[src/rtl/ram_arb_pkg.sv]
// Shared types and constants for the round-robin RAM port arbiter.
package ram_arb_pkg;

    // Largest supported requester count and the tag id width that covers it.
    localparam int MAX_MASTERS = 8;
    localparam int MAX_ID_W    = 3;

    // Master-id width for n requesters, never narrower than one bit.
    function automatic int id_width(input int n);
        return (n <= 2) ? 1 : $clog2(n);
    endfunction

    // One entry of the read-return pipeline: who issued the read, if anyone.
    typedef struct packed {
        logic                valid;
        logic [MAX_ID_W-1:0] id;
    } rd_tag_t;

    localparam rd_tag_t RD_TAG_RESET = '{valid: 1'b0, id: '0};
    localparam logic    RAM_EN_RESET = 1'b0;

endpackage

[src/rtl/ram_arbiter_rr_rr_arbiter.sv]
// Single-port round-robin arbiter: combinational one-hot grant from the
// current requests and a rotating pointer, plus the pointer update.
// Optional feature: ARB_MASTER0_PRIORITY_EN gives master 0 strict priority;
// its grants do not move the pointer and masters 1..N-1 rotate among themselves.
module rr_arbiter
    import ram_arb_pkg::*;
#(
    parameter int N    = 2,
    parameter int ID_W = id_width(N)
) (
    input  logic            clk_in,
    input  logic            rst_n,
    input  logic [N-1:0]    i_req,
    output logic [N-1:0]    o_gnt,
    output logic            o_accept,
    output logic [ID_W-1:0] o_id
);

    logic [ID_W-1:0] r_ptr;
    logic [ID_W-1:0] w_idx;
    logic [ID_W-1:0] w_id;
    logic [N-1:0]    w_gnt;
    logic            w_found;
`ifdef ARB_MASTER0_PRIORITY_EN
    logic [ID_W-1:0] w_start;
`endif

    // Find the first requester at or after the pointer, wrapping around.
    always_comb begin
        // NOTE: every signal gets a default first so no path leaves one unassigned (no latch).
        w_gnt   = '0;
        w_id    = '0;
        w_found = 1'b0;
        w_idx   = '0;
`ifdef ARB_MASTER0_PRIORITY_EN
        w_start = (r_ptr == '0) ? ID_W'(1) : r_ptr;
        if (i_req[0]) begin
            w_gnt[0] = 1'b1;
            w_found  = 1'b1;
        end else begin
            for (int k = 0; k < N - 1; k++) begin
                w_idx = ID_W'(1 + ((int'(w_start) - 1 + k) % (N - 1)));
                if (!w_found && i_req[w_idx]) begin
                    w_gnt[w_idx] = 1'b1;
                    w_id         = w_idx;
                    w_found      = 1'b1;
                end
            end
        end
`else
        for (int k = 0; k < N; k++) begin
            w_idx = ID_W'((int'(r_ptr) + k) % N);
            if (!w_found && i_req[w_idx]) begin
                w_gnt[w_idx] = 1'b1;
                w_id         = w_idx;
                w_found      = 1'b1;
            end
        end
`endif
    end

    // Advance the pointer past the master that just completed a transfer.
    always_ff @(posedge clk_in or negedge rst_n) begin
        if (!rst_n) begin
            r_ptr <= '0;
`ifdef ARB_MASTER0_PRIORITY_EN
        end else if (w_found && (w_id != '0)) begin
`else
        end else if (w_found) begin
`endif
            // NOTE: non-blocking so every flop samples pre-edge values regardless of block order.
            r_ptr <= (w_id == ID_W'(N - 1)) ? '0 : w_id + ID_W'(1);
        end
    end

    // Nothing is granted while reset is held, so no transfer can be accepted.
    assign o_gnt    = w_gnt & {N{rst_n}};
    assign o_accept = w_found & rst_n;
    assign o_id     = w_id;

endmodule

[src/rtl/ram_arbiter_rr.sv]
// N-master arbiter for the simple dual-port pulse-width RAM: independent
// round-robin on the write port (A) and read port (B), registered RAM strobes
// and an in-order tagged read-data return.
// Optional feature: ARB_MASTER0_PRIORITY_EN (master 0 = DMA has strict priority).
module ram_arbiter_rr
    import ram_arb_pkg::*;
#(
    parameter int N_MASTERS  = 2,
    parameter int W_ADDR     = 12,
    parameter int W_DATA     = 128,
    parameter int RD_LATENCY = 2
) (
    input  logic                          clk_in,
    input  logic                          rst_n,
    input  logic [N_MASTERS-1:0]          m_wr_req,
    input  logic [N_MASTERS*W_ADDR-1:0]   m_wr_addr,
    input  logic [N_MASTERS*W_DATA-1:0]   m_wr_data,
    output logic [N_MASTERS-1:0]          m_wr_gnt,
    input  logic [N_MASTERS-1:0]          m_rd_req,
    input  logic [N_MASTERS*W_ADDR-1:0]   m_rd_addr,
    output logic [N_MASTERS-1:0]          m_rd_gnt,
    output logic [N_MASTERS-1:0]          m_rd_valid,
    output logic [W_DATA-1:0]             m_rd_data,
    output logic                          ram_wr_en,
    output logic [W_ADDR-1:0]             ram_wr_addr,
    output logic [W_DATA-1:0]             ram_wr_data,
    output logic                          ram_rd_en,
    output logic [W_ADDR-1:0]             ram_rd_addr,
    input  logic [W_DATA-1:0]             ram_rd_data
);

    localparam int ID_W  = id_width(N_MASTERS);
    // One stage lines the tag up with ram_rd_en, RD_LATENCY more with the RAM.
    localparam int DEPTH = RD_LATENCY + 1;

    logic            w_wr_accept;
    logic [ID_W-1:0] w_wr_id;
    logic            w_rd_accept;
    logic [ID_W-1:0] w_rd_id;
    rd_tag_t         w_tag_in;
    rd_tag_t         w_exit;

    logic              r_wr_en;
    logic [W_ADDR-1:0] r_wr_addr;
    logic [W_DATA-1:0] r_wr_data;
    logic              r_rd_en;
    logic [W_ADDR-1:0] r_rd_addr;
    logic [W_DATA-1:0] r_rd_data;
    rd_tag_t           r_tag [DEPTH];

    rr_arbiter #(.N(N_MASTERS), .ID_W(ID_W)) u_wr_arb (
        .clk_in   (clk_in),
        .rst_n    (rst_n),
        .i_req    (m_wr_req),
        .o_gnt    (m_wr_gnt),
        .o_accept (w_wr_accept),
        .o_id     (w_wr_id)
    );

    rr_arbiter #(.N(N_MASTERS), .ID_W(ID_W)) u_rd_arb (
        .clk_in   (clk_in),
        .rst_n    (rst_n),
        .i_req    (m_rd_req),
        .o_gnt    (m_rd_gnt),
        .o_accept (w_rd_accept),
        .o_id     (w_rd_id)
    );

    // Register the granted master's write as a one-cycle port A strobe.
    always_ff @(posedge clk_in or negedge rst_n) begin
        if (!rst_n) begin
            r_wr_en   <= RAM_EN_RESET;
            r_wr_addr <= '0;
            r_wr_data <= '0;
        end else begin
            r_wr_en <= w_wr_accept;
            if (w_wr_accept) begin
                r_wr_addr <= m_wr_addr[w_wr_id*W_ADDR +: W_ADDR];
                r_wr_data <= m_wr_data[w_wr_id*W_DATA +: W_DATA];
            end
        end
    end

    // Register the granted master's read as a one-cycle port B strobe.
    always_ff @(posedge clk_in or negedge rst_n) begin
        if (!rst_n) begin
            r_rd_en   <= RAM_EN_RESET;
            r_rd_addr <= '0;
        end else begin
            r_rd_en <= w_rd_accept;
            if (w_rd_accept) begin
                r_rd_addr <= m_rd_addr[w_rd_id*W_ADDR +: W_ADDR];
            end
        end
    end

    assign w_tag_in = '{valid: w_rd_accept, id: MAX_ID_W'(w_rd_id)};

    // Carry the issuing master's id alongside the read until the RAM answers.
    always_ff @(posedge clk_in or negedge rst_n) begin
        if (!rst_n) begin
            // NOTE: this small tag array must be reset so in-flight reads are dropped on reset.
            for (int s = 0; s < DEPTH; s++) begin
                r_tag[s] <= RD_TAG_RESET;
            end
        end else begin
            r_tag[0] <= w_tag_in;
            for (int s = 1; s < DEPTH; s++) begin
                r_tag[s] <= r_tag[s-1];
            end
        end
    end

    assign w_exit = r_tag[DEPTH-1];

    // Remember the last returned word so the data bus holds between returns.
    always_ff @(posedge clk_in or negedge rst_n) begin
        if (!rst_n) begin
            r_rd_data <= '0;
        end else if (w_exit.valid) begin
            r_rd_data <= ram_rd_data;
        end
    end

    // Decode the exiting tag into a one-hot strobe for its owner.
    always_comb begin
        m_rd_valid = '0;
        for (int i = 0; i < N_MASTERS; i++) begin
            m_rd_valid[i] = w_exit.valid && (w_exit.id == MAX_ID_W'(i));
        end
    end

    assign m_rd_data   = w_exit.valid ? ram_rd_data : r_rd_data;
    assign ram_wr_en   = r_wr_en;
    assign ram_wr_addr = r_wr_addr;
    assign ram_wr_data = r_wr_data;
    assign ram_rd_en   = r_rd_en;
    assign ram_rd_addr = r_rd_addr;

endmodule
[config.mk]
export PLATFORM = sky130hd
export DESIGN_NAME = ram_arbiter_rr
export DESIGN_NICKNAME = d
export VERILOG_FILES = /design/src/rtl/ram_arb_pkg.sv /design/src/rtl/ram_arbiter_rr_rr_arbiter.sv /design/src/rtl/ram_arbiter_rr.sv
export SDC_FILE = /design/constraint.sdc
export NUM_CORES = 1
export LEC_CHECK = 0
export BUFFER_PORTS_ARGS = -buffer_cell sky130_fd_sc_hd__buf_2
export CORE_AREA = 3 3 279 281
export DETAILED_ROUTE_END_ITERATION = 10
export DIE_AREA = 0 0 282 284
export GPL_ROUTABILITY_DRIVEN = 0
export HOLD_SLACK_MARGIN = 0.1
export PLACE_DENSITY_LB_ADDON = 0.08
export SETUP_SLACK_MARGIN = 0.3
export SLEW_MARGIN = 20
export SYNTH_ARGS = -nofsm -noshare
export SYNTH_HDL_FRONTEND = slang
export SYNTH_HIERARCHICAL = 1
export SYNTH_SLANG_ARGS = --single-unit
[constraint.sdc]
create_clock -name clk_in -period 1.5 [get_ports clk_in]
set_input_delay 0.15 -clock clk_in [delete_from_list [all_inputs] [get_ports clk_in]]
set_output_delay 0.15 -clock clk_in [all_outputs]
set_load 0.02 [all_outputs]
# After elaboration in Yosys (flattened, before gate mapping)
# Index checks and enable logic that the tools add are counted.
# word_totals
ff_bits	289
in_bits	438
out_inout_bits	288
word_cells	78
# classes
n_addsub	4
n_mul	2
n_lt_le_gt_ge	8
shift	3
n_mux	31
n_bitwise	6
n_reduce_logical	11
# ops
cell	count
indexed part select 256 x 9 -> 128 bit	1
two-way mux 128 bit	1
indexed part select 24 x 6 -> 12 bit	2
two-way mux 1 bit	22
logical AND 1 bit	8
< comparator 1 x 2 -> 1 bit (second input constant)	4
two-way mux 2 bit	4
multiplier 1 x 2 -> 3 bit (second input constant)	2
adder 1 bit (second input constant)	4
bitwise AND 2 bit	2
demux 1 bit (select 1 bit)	4
greater-or-equal comparator 1 bit (second input constant)	4
OR 2 bit	2
logical NOT 3 bit	1
bitwise AND 1 bit	2
logical NOT 1 bit	2

# Longest topological paths before layout
# Gate-level depths: netlist of run 1.
# depth
ltp_word	8
mapped_depth	7
depth_no_buf	4

# Hierarchy
# Netlist of run 1, hierarchy kept.
# modules_own_cells
mod	n_inst	cells_per_inst	area_each_um2	seq_area_each_um2
ram_arbiter_rr	1	937	11940.2	7181.9
rr_arbiter	2	9	68.8	25.0

# Worst setup path after synthesis of run 1
# No wires, ideal clock.
# synth_timing
kind	flip-flop to flip-flop
startpoint	register with a tool-made name
endpoint	register r_wr_addr[10] (netlist: ram_wr_addr[10])
setup_ns	0.137
arrival_time_ns	1.296
t_required_ns	1.363
setup_slack_ns	0.067
stages_incl_launch_ff	8
path_buffers	3
synth_period_minus_slack_ns	1.433
path_cell_list	dfrtp_1 nand2b_1 and2_1 buf_4 buf_12 buf_8 mux2i_1 a21oi_1
# synth_lines
element	line_no	text
end signal, assigned	ram_arbiter_rr.sv:78	r_wr_addr <= m_wr_addr[w_wr_id*W_ADDR +: W_ADDR];
end, declared	ram_arbiter_rr.sv:44	logic [W_ADDR-1:0] r_wr_addr;

# Worst setup path in the final report of run 1
# layout_timing
startpoint	register r_tag[3] (netlist bit)
endpoint	output m_rd_data[21]
# layout_via
elab_chain_cells	1
# layout_rtl
element	line_no	text
start, declared	ram_arbiter_rr.sv:49	rd_tag_t r_tag [DEPTH];
start signal, assigned by index	ram_arbiter_rr.sv:109	r_tag[s] <= r_tag[s-1];
two-way mux 128 bit	ram_arbiter_rr.sv:133	assign m_rd_data = w_exit.valid ? ram_rd_data : r_rd_data;
end, declared	ram_arbiter_rr.sv:23	output logic [W_DATA-1:0] m_rd_data,
# Every way passes these cells.

==> results of run 1 <==
==> routing by layer <==
metal	routed length, um	share of wire	GRT usage	vias up
met5	64	0.0011	0	-
met4	1790	0.031	0.0465	10
met3	4200	0.073	0.0399	97
met2	30800	0.54	0.249	459
met1	20700	0.36	0.139	5544
li1	-	-	-	5567
==> logic make-up after synthesis <==
group | count (synthesis)
buffers and inverters | 66
flip-flops | 289
multiplexers | 280
AO/OA/AOI/OAI | 158
AND/OR/NAND/NOR | 162
==> flip-flops by register name, summed over array words and instances (netlist names), named ones only <==
signal / count
ram_rd_addr: 12
ram_wr_en: 1
ram_wr_addr: 12
ram_wr_data: 128
r_tag: 6
r_rd_data: 128
==> critical path, stage by stage (launching register included) <==
cell     delay (ns)
dfrtp_4        0.46
buf_12         0.17
buf_16         0.16
mux2_2         0.37
buf_2          0.17
==> final cells by class <==
type	count	area [um2]	area share
well taps	978	1220	0.0502
clock inverters	10	186	0.00765
multi-input cells	601	5660	0.232
clock buffers	59	1180	0.0486
inverters	2	7.51	0.000308
flip-flops and latches	289	7240	0.297
diodes	5	12.5	0.000514
repair buffers	1139	8840	0.363
==> worst max-delay path by stage <==
stage	from	endpoint	slack, ns	cells past startpoint
3_3_place_gp	flop	ram_wr_data[6]	-0.27	6
5_1_grt	r_tag[3]	m_rd_data[21]	-0.63	4
2_1_floorplan	flop	ram_wr_addr[10]	0.13	7
3_5_place_dp	flop	ram_wr_data[6]	-0.30	6
4_1_cts	r_tag[3]	m_rd_data[53]	-0.66	4
6_report	r_tag[3]	m_rd_data[21]	-0.54	4
==> cells in the mapped netlist (2+ instances only) <==
cell type | instances | area share
buf_1 | 2 | 0.00062
and2_1 | 3 | 0.0016
nand2b_1 | 2 | 0.0010
and3_1 | 2 | 0.0010
buf_4 | 17 | 0.011
o21ai_0 | 2 | 0.00083
clkbuf_1 | 19 | 0.0059
buf_2 | 15 | 0.0062
mux2_2 | 128 | 0.12
a21oi_1 | 154 | 0.064
nor2_1 | 152 | 0.047
mux2i_1 | 152 | 0.13
buf_8 | 10 | 0.012
dfrtp_1 | 289 | 0.60
inv_1 | 2 | 0.00062
nand2_1 | 2 | 0.00062
o21a_1 | 2 | 0.0012
==> power by group through the flow <==
| stage | registers, mW | clock network, mW | logic, mW |
|---|---|---|---|
| 2_1_floorplan | 10.1 | 0 | 2.77 |
| 6_report | 9.31 | 9.96 | 8.14 |
| 5_1_grt | 9.43 | 10.8 | 8.69 |
| 3_3_place_gp | 9.43 | 0 | 6.27 |
| 3_5_place_dp | 9.43 | 0 | 6.25 |
| 4_1_cts | 9.31 | 10.5 | 7.36 |
==> what timing repair did <==
item                       in CTS  in global routing
setup buffers                  15                 16
setup endpoints to repair     548                785
hold endpoints to repair      573                129
pin swaps                       4                 59
gates cloned                    4                 10
gates resized for setup       115                294
==> flow_metrics.py, run 1 <==
metrics = {
    "outcome": {
        "status": "finished with violations",
        "violations": "negative hold slack, negative setup slack",
    },
    "clocking": {
        "cts_root_buf": "clkbuf_16",
        "path_clk_slew_ns": 0.06,
        "clock_path_buffers": 3,
        "insertion_delay_ns": 0.54,
        "h-tree-depth": 2,
        "ctsHoldBuffers": 308,
        "cts_tree": "yes",
        "clock-sinks": 289,
        "cts_buffers": 40,
    },
    "timing": {
        "setup_viol": 244,
        "finalCriticalPeriod_ns": 2.04,
        "worstMarginPinSlew_ns": 0.540,
        "finalSetupTns_ns": -72.14,
        "worst_slack_ns": -0.545,
        "rsz0062_at_grt": "yes",
        "finalHoldViolCount": 129,
        "fin_skew_ns": 0.0173,
        "finalCritPeriodShare": 1.36,
        "max_freq_mhz": 489,
        "drv_slew": 0,
        "relSlewSlack": 0.640,
        "whs_ns": -0.153,
    },
    "worst_setup_path": {
        "path_class": "reg -> out",
        "crit_path_max_fanout": 12,
        "critPathRequiredTime_ns": 1.35,
        "end_kind": "primary output",
        "rrSetupSlack_ns": -0.17,
        "regToRegEndpoint": "ram_wr_data[92]",
        "reg2regPathDepth": 8,
        "crit_path_start_kind": "flop",
        "crit_arrival_ns": 1.89,
    },
    "die": {
        "ios": 726,
        "core.rowCount": 101,
        "fp.dieW_um": 282,
        "start_util": 0.160,
        "coreArea_mm2": 0.0757,
        "die-area_mm2": 0.0801,
        "die_h_um": 284,
    },
    "power": {
        "power.total_mw": 27.4,
        "p_int_mw": 19.1,
        "pwr-share-comb": 0.297,
        "pwr-share-seq": 0.340,
        "power_density_mw_per_mm2": 1130,
        "switchingPower_mw": 8.26,
        "switching_share": 0.301,
        "peakVddDrop_uv": 578,
        "p_clk_frac": 0.363,
        "p_leak_nw": 11.3,
    },
    "synth": {
        "synth_fp_nets": 1393,
        "synth-simple-area-share": 0.0520,
        "synth_adder_area_share": 0,
        "muxShareOfSynthArea": 0.245,
        "syn_area_per_cell_um2": 12.6,
        "ys_ff_latch": 289,
        "synthXorXnorAreaFrac": 0,
        "synthFlopType": "dfrtp_1",
        "synth_compound_area_frac": 0.0659,
        "synthArstFlopShare": 1.00,
        "synth-edff-count": 0,
        "synth_top_family_by_area": "multiplexers",
        "synth_cell_types": 19,
        "seq_area_frac_synth": 0.599,
        "syn_area_mm2": 0.0121,
        "yosys_warnings": 6,
        "synth_cells": 955,
    },
    "cells_and_area": {
        "n_fill_cell": 7712,
        "fin_util": 0.322,
        "fin_area_mm2": 0.0244,
        "drive_gt1_frac": 0.546,
        "nets": 2511,
        "final_common_cell": "buf_2",
        "final_cells": 3083,
        "mostFrequentLayoutCells": "buf_2, dlygate4sd3_1, dfrtp_1",
        "synthToLayoutAreaGrowth_pct": 102,
    },
    "global_route": {
        "grt_max_degree": 103,
        "grt_pass1_wl_um": 79700,
        "track_usage": 0.133,
        "antenna_found_initial": 10,
        "first_global_vias": 12400,
        "globalRouteOverflowTotal": 0,
    },
    "worst_hold_path": {
        "min_path_cells": 2,
        "hold_path_end": "r_rd_data[120]",
        "hp-class": "in -> reg",
        "worstHoldStart": "ram_rd_data[120]",
    },
    "route": {
        "wl_per_cell_um": 18.7,
        "first_pass_iters": 4,
        "drc": 0,
        "routed_wl_um": 57600,
        "drt_iter0_drc": 333,
        "drtAntennaViolNets": 0,
        "routed_via_density": 3.79,
        "vias": 11700,
    },
    "placement": {
        "placed_cells": 2656,
        "io_buffers": 725,
        "dpl.hpwl_um": 41100,
        "preCtsSetupSlack_ns": -0.301,
        "dpl_cell_area_mm2": 0.0176,
    },
    "job": {
        "maxCapViolations": 0,
    },
}
No activity file was read; power rests on OpenSTA's default activity.
==> run 2: changes to the inputs <==
Settings changed: CORE_AREA 3 3 279 281 to 2 2 286 288, DIE_AREA 0 0 282 284 to 0 0 288 290.
==> run 2 against run 1 <==
Against the previous run:
- the flow still finishes with violations (negative hold slack, negative setup slack)
- clock power down 6.7%
- global-route usage decreased by 0.30 points
- fmax decreased by 0.30%
- critical endpoint is now m_rd_data[10]
- largest power group unchanged
==> flow_metrics.py, run 2 (synthesis results as in run 1) <==
metrics = {
    "global_route": {
        "globalRouteOverflowTotal": 0,
        "grt_max_degree": 67,
        "first_global_vias": 12600,
        "track_usage": 0.130,
        "grt_pass1_wl_um": 81100,
        "antenna_found_initial": 9,
    },
    "power": {
        "p_leak_nw": 11.1,
        "power.total_mw": 26.7,
        "peakVddDrop_uv": 538,
        "power_density_mw_per_mm2": 1100,
    },
    "route": {
        "drtAntennaViolNets": 0,
        "first_pass_iters": 6,
        "vias": 11700,
        "wl_per_cell_um": 18.2,
        "routed_wl_um": 57400,
        "routed_via_density": 3.69,
        "drt_iter0_drc": 339,
        "drc": 0,
    },
    "timing": {
        "finalCritPeriodShare": 1.37,
        "setup_viol": 231,
        "worstMarginPinSlew_ns": 0.687,
        "finalSetupTns_ns": -70.56,
        "relSlewSlack": 0.542,
        "finalHoldViolCount": 126,
        "finalCriticalPeriod_ns": 2.05,
        "worst_slack_ns": -0.551,
        "max_freq_mhz": 488,
        "whs_ns": -0.155,
        "fin_skew_ns": 0.00986,
        "rsz0062_at_grt": "yes",
        "drv_slew": 0,
    },
    "clocking": {
        "cts_root_buf": "clkbuf_16",
        "cts_tree": "yes",
        "clock_path_buffers": 3,
        "path_clk_slew_ns": 0.06,
        "insertion_delay_ns": 0.54,
        "clock-sinks": 289,
        "h-tree-depth": 2,
        "cts_buffers": 39,
        "ctsHoldBuffers": 308,
    },
    "die": {
        "die_h_um": 290,
        "ios": 726,
        "coreArea_mm2": 0.0802,
        "core.rowCount": 104,
        "die-area_mm2": 0.0835,
        "fp.dieW_um": 288,
        "start_util": 0.151,
    },
    "worst_hold_path": {
        "hp-class": "in -> reg",
    },
    "cells_and_area": {
        "synthToLayoutAreaGrowth_pct": 100,
        "nets": 2511,
        "final_cells": 3159,
        "multi_input_area_mm2": 0.00595,
        "drive_gt1_frac": 0.559,
        "register_area_mm2": 0.00724,
        "mostFrequentLayoutCells": "buf_2, dlygate4sd3_1, dfrtp_1",
        "final_common_cell": "buf_2",
        "n_fill_cell": 8293,
    },
    "outcome": {
        "status": "finished with violations",
        "violations": "negative hold slack, negative setup slack",
    },
    "worst_setup_path": {
        "crit_path_start_kind": "flop",
        "critPathRequiredTime_ns": 1.35,
        "crit_path_max_fanout": 13,
        "end_kind": "primary output",
        "crit_arrival_ns": 1.90,
        "path_class": "reg -> out",
    },
    "job": {
        "maxCapViolations": 0,
    },
    "placement": {
        "io_buffers": 725,
        "placed_cells": 2746,
        "dpl.hpwl_um": 41100,
        "preCtsSetupSlack_ns": -0.173,
    },
}
-- run 2: cell types whose count changed in the layout (fill, tap and decap cells not counted), moves of 9 or more --
cell,change
buf_6,-61
buf_12,+9
mux2i_1,-18
a21oi_1,-15
buf_4,+10
buf_2,+57
a21oi_2,+16
mux2i_4,+21
-- run 2: final timing paths --
path | cells after the start | slack (ns) | end | startpoint
setup reg to reg | 7 | -0.13 | ram_wr_data[87] | flop
max in group asynchronous | 5 | 0.65 | r_rd_data[106] | rst_n
hold reg to reg | 0 | 0.35 | r_tag[4] | r_tag[8]
setup / recovery | 5 | -0.55 | m_rd_data[10] | r_tag[3]
hold / removal | 2 | -0.15 | r_rd_data[66] | ram_rd_data[66]
min in group asynchronous | 3 | 0.07 | ram_wr_data[82] | rst_n
-- run 2: what timing repair did --
item	CTS	global route
cloned	7	2
setup endpoints to repair	567	717
hold endpoints to repair	472	129
buffers inserted	11	18
gates resized for setup	126	217
pin swaps	9	37
-- run 2: area by class of cell --
| class | count | share of cell area |
|---|---|---|
| Sequential cell | 289 | 0.299 |
| Multi-Input combinational cell | 601 | 0.246 |
| Antenna cell | 3 | 0.000310 |
| Inverter | 2 | 0.000310 |
| Clock inverter | 5 | 0.00388 |
| Clock buffer | 59 | 0.0481 |
| Timing Repair Buffer | 1140 | 0.348 |
| Tap cell | 1060 | 0.0548 |
-- run 2: stage by stage --
step	util	cell area [um2]
6_report	0.302	24200
4_1_cts	0.286	22900
2_1_floorplan	-	12500
3_5_place_dp	0.221	17700
3_3_place_gp	0.221	17700
5_1_grt	0.302	24200
-- run 2: metal layers --
metal  vias to the layer above  wire (um)  track usage
li1                       5551          -            -
met1                      5524      20900        0.138
met2                       471      30000        0.240
met3                       107       4410       0.0392
met4                        10       1970       0.0464
met5                         -         59            0
-- run 2: power by group --
group	internal, mW	leakage, nW	switching [mW]
sequential	8.85	3.29	0.428
clock	5.67	0.615	3.61
combinational	3.86	7.17	4.23
total	18.4	11.1	8.27
-- run 2: critical path, stage by stage, from the launching register on --
cell and delay (ns):
dfrtp_4 0.48, buf_12 0.16, buf_12 0.12, buf_12 0.14, mux2_2 0.29, buf_4 0.16
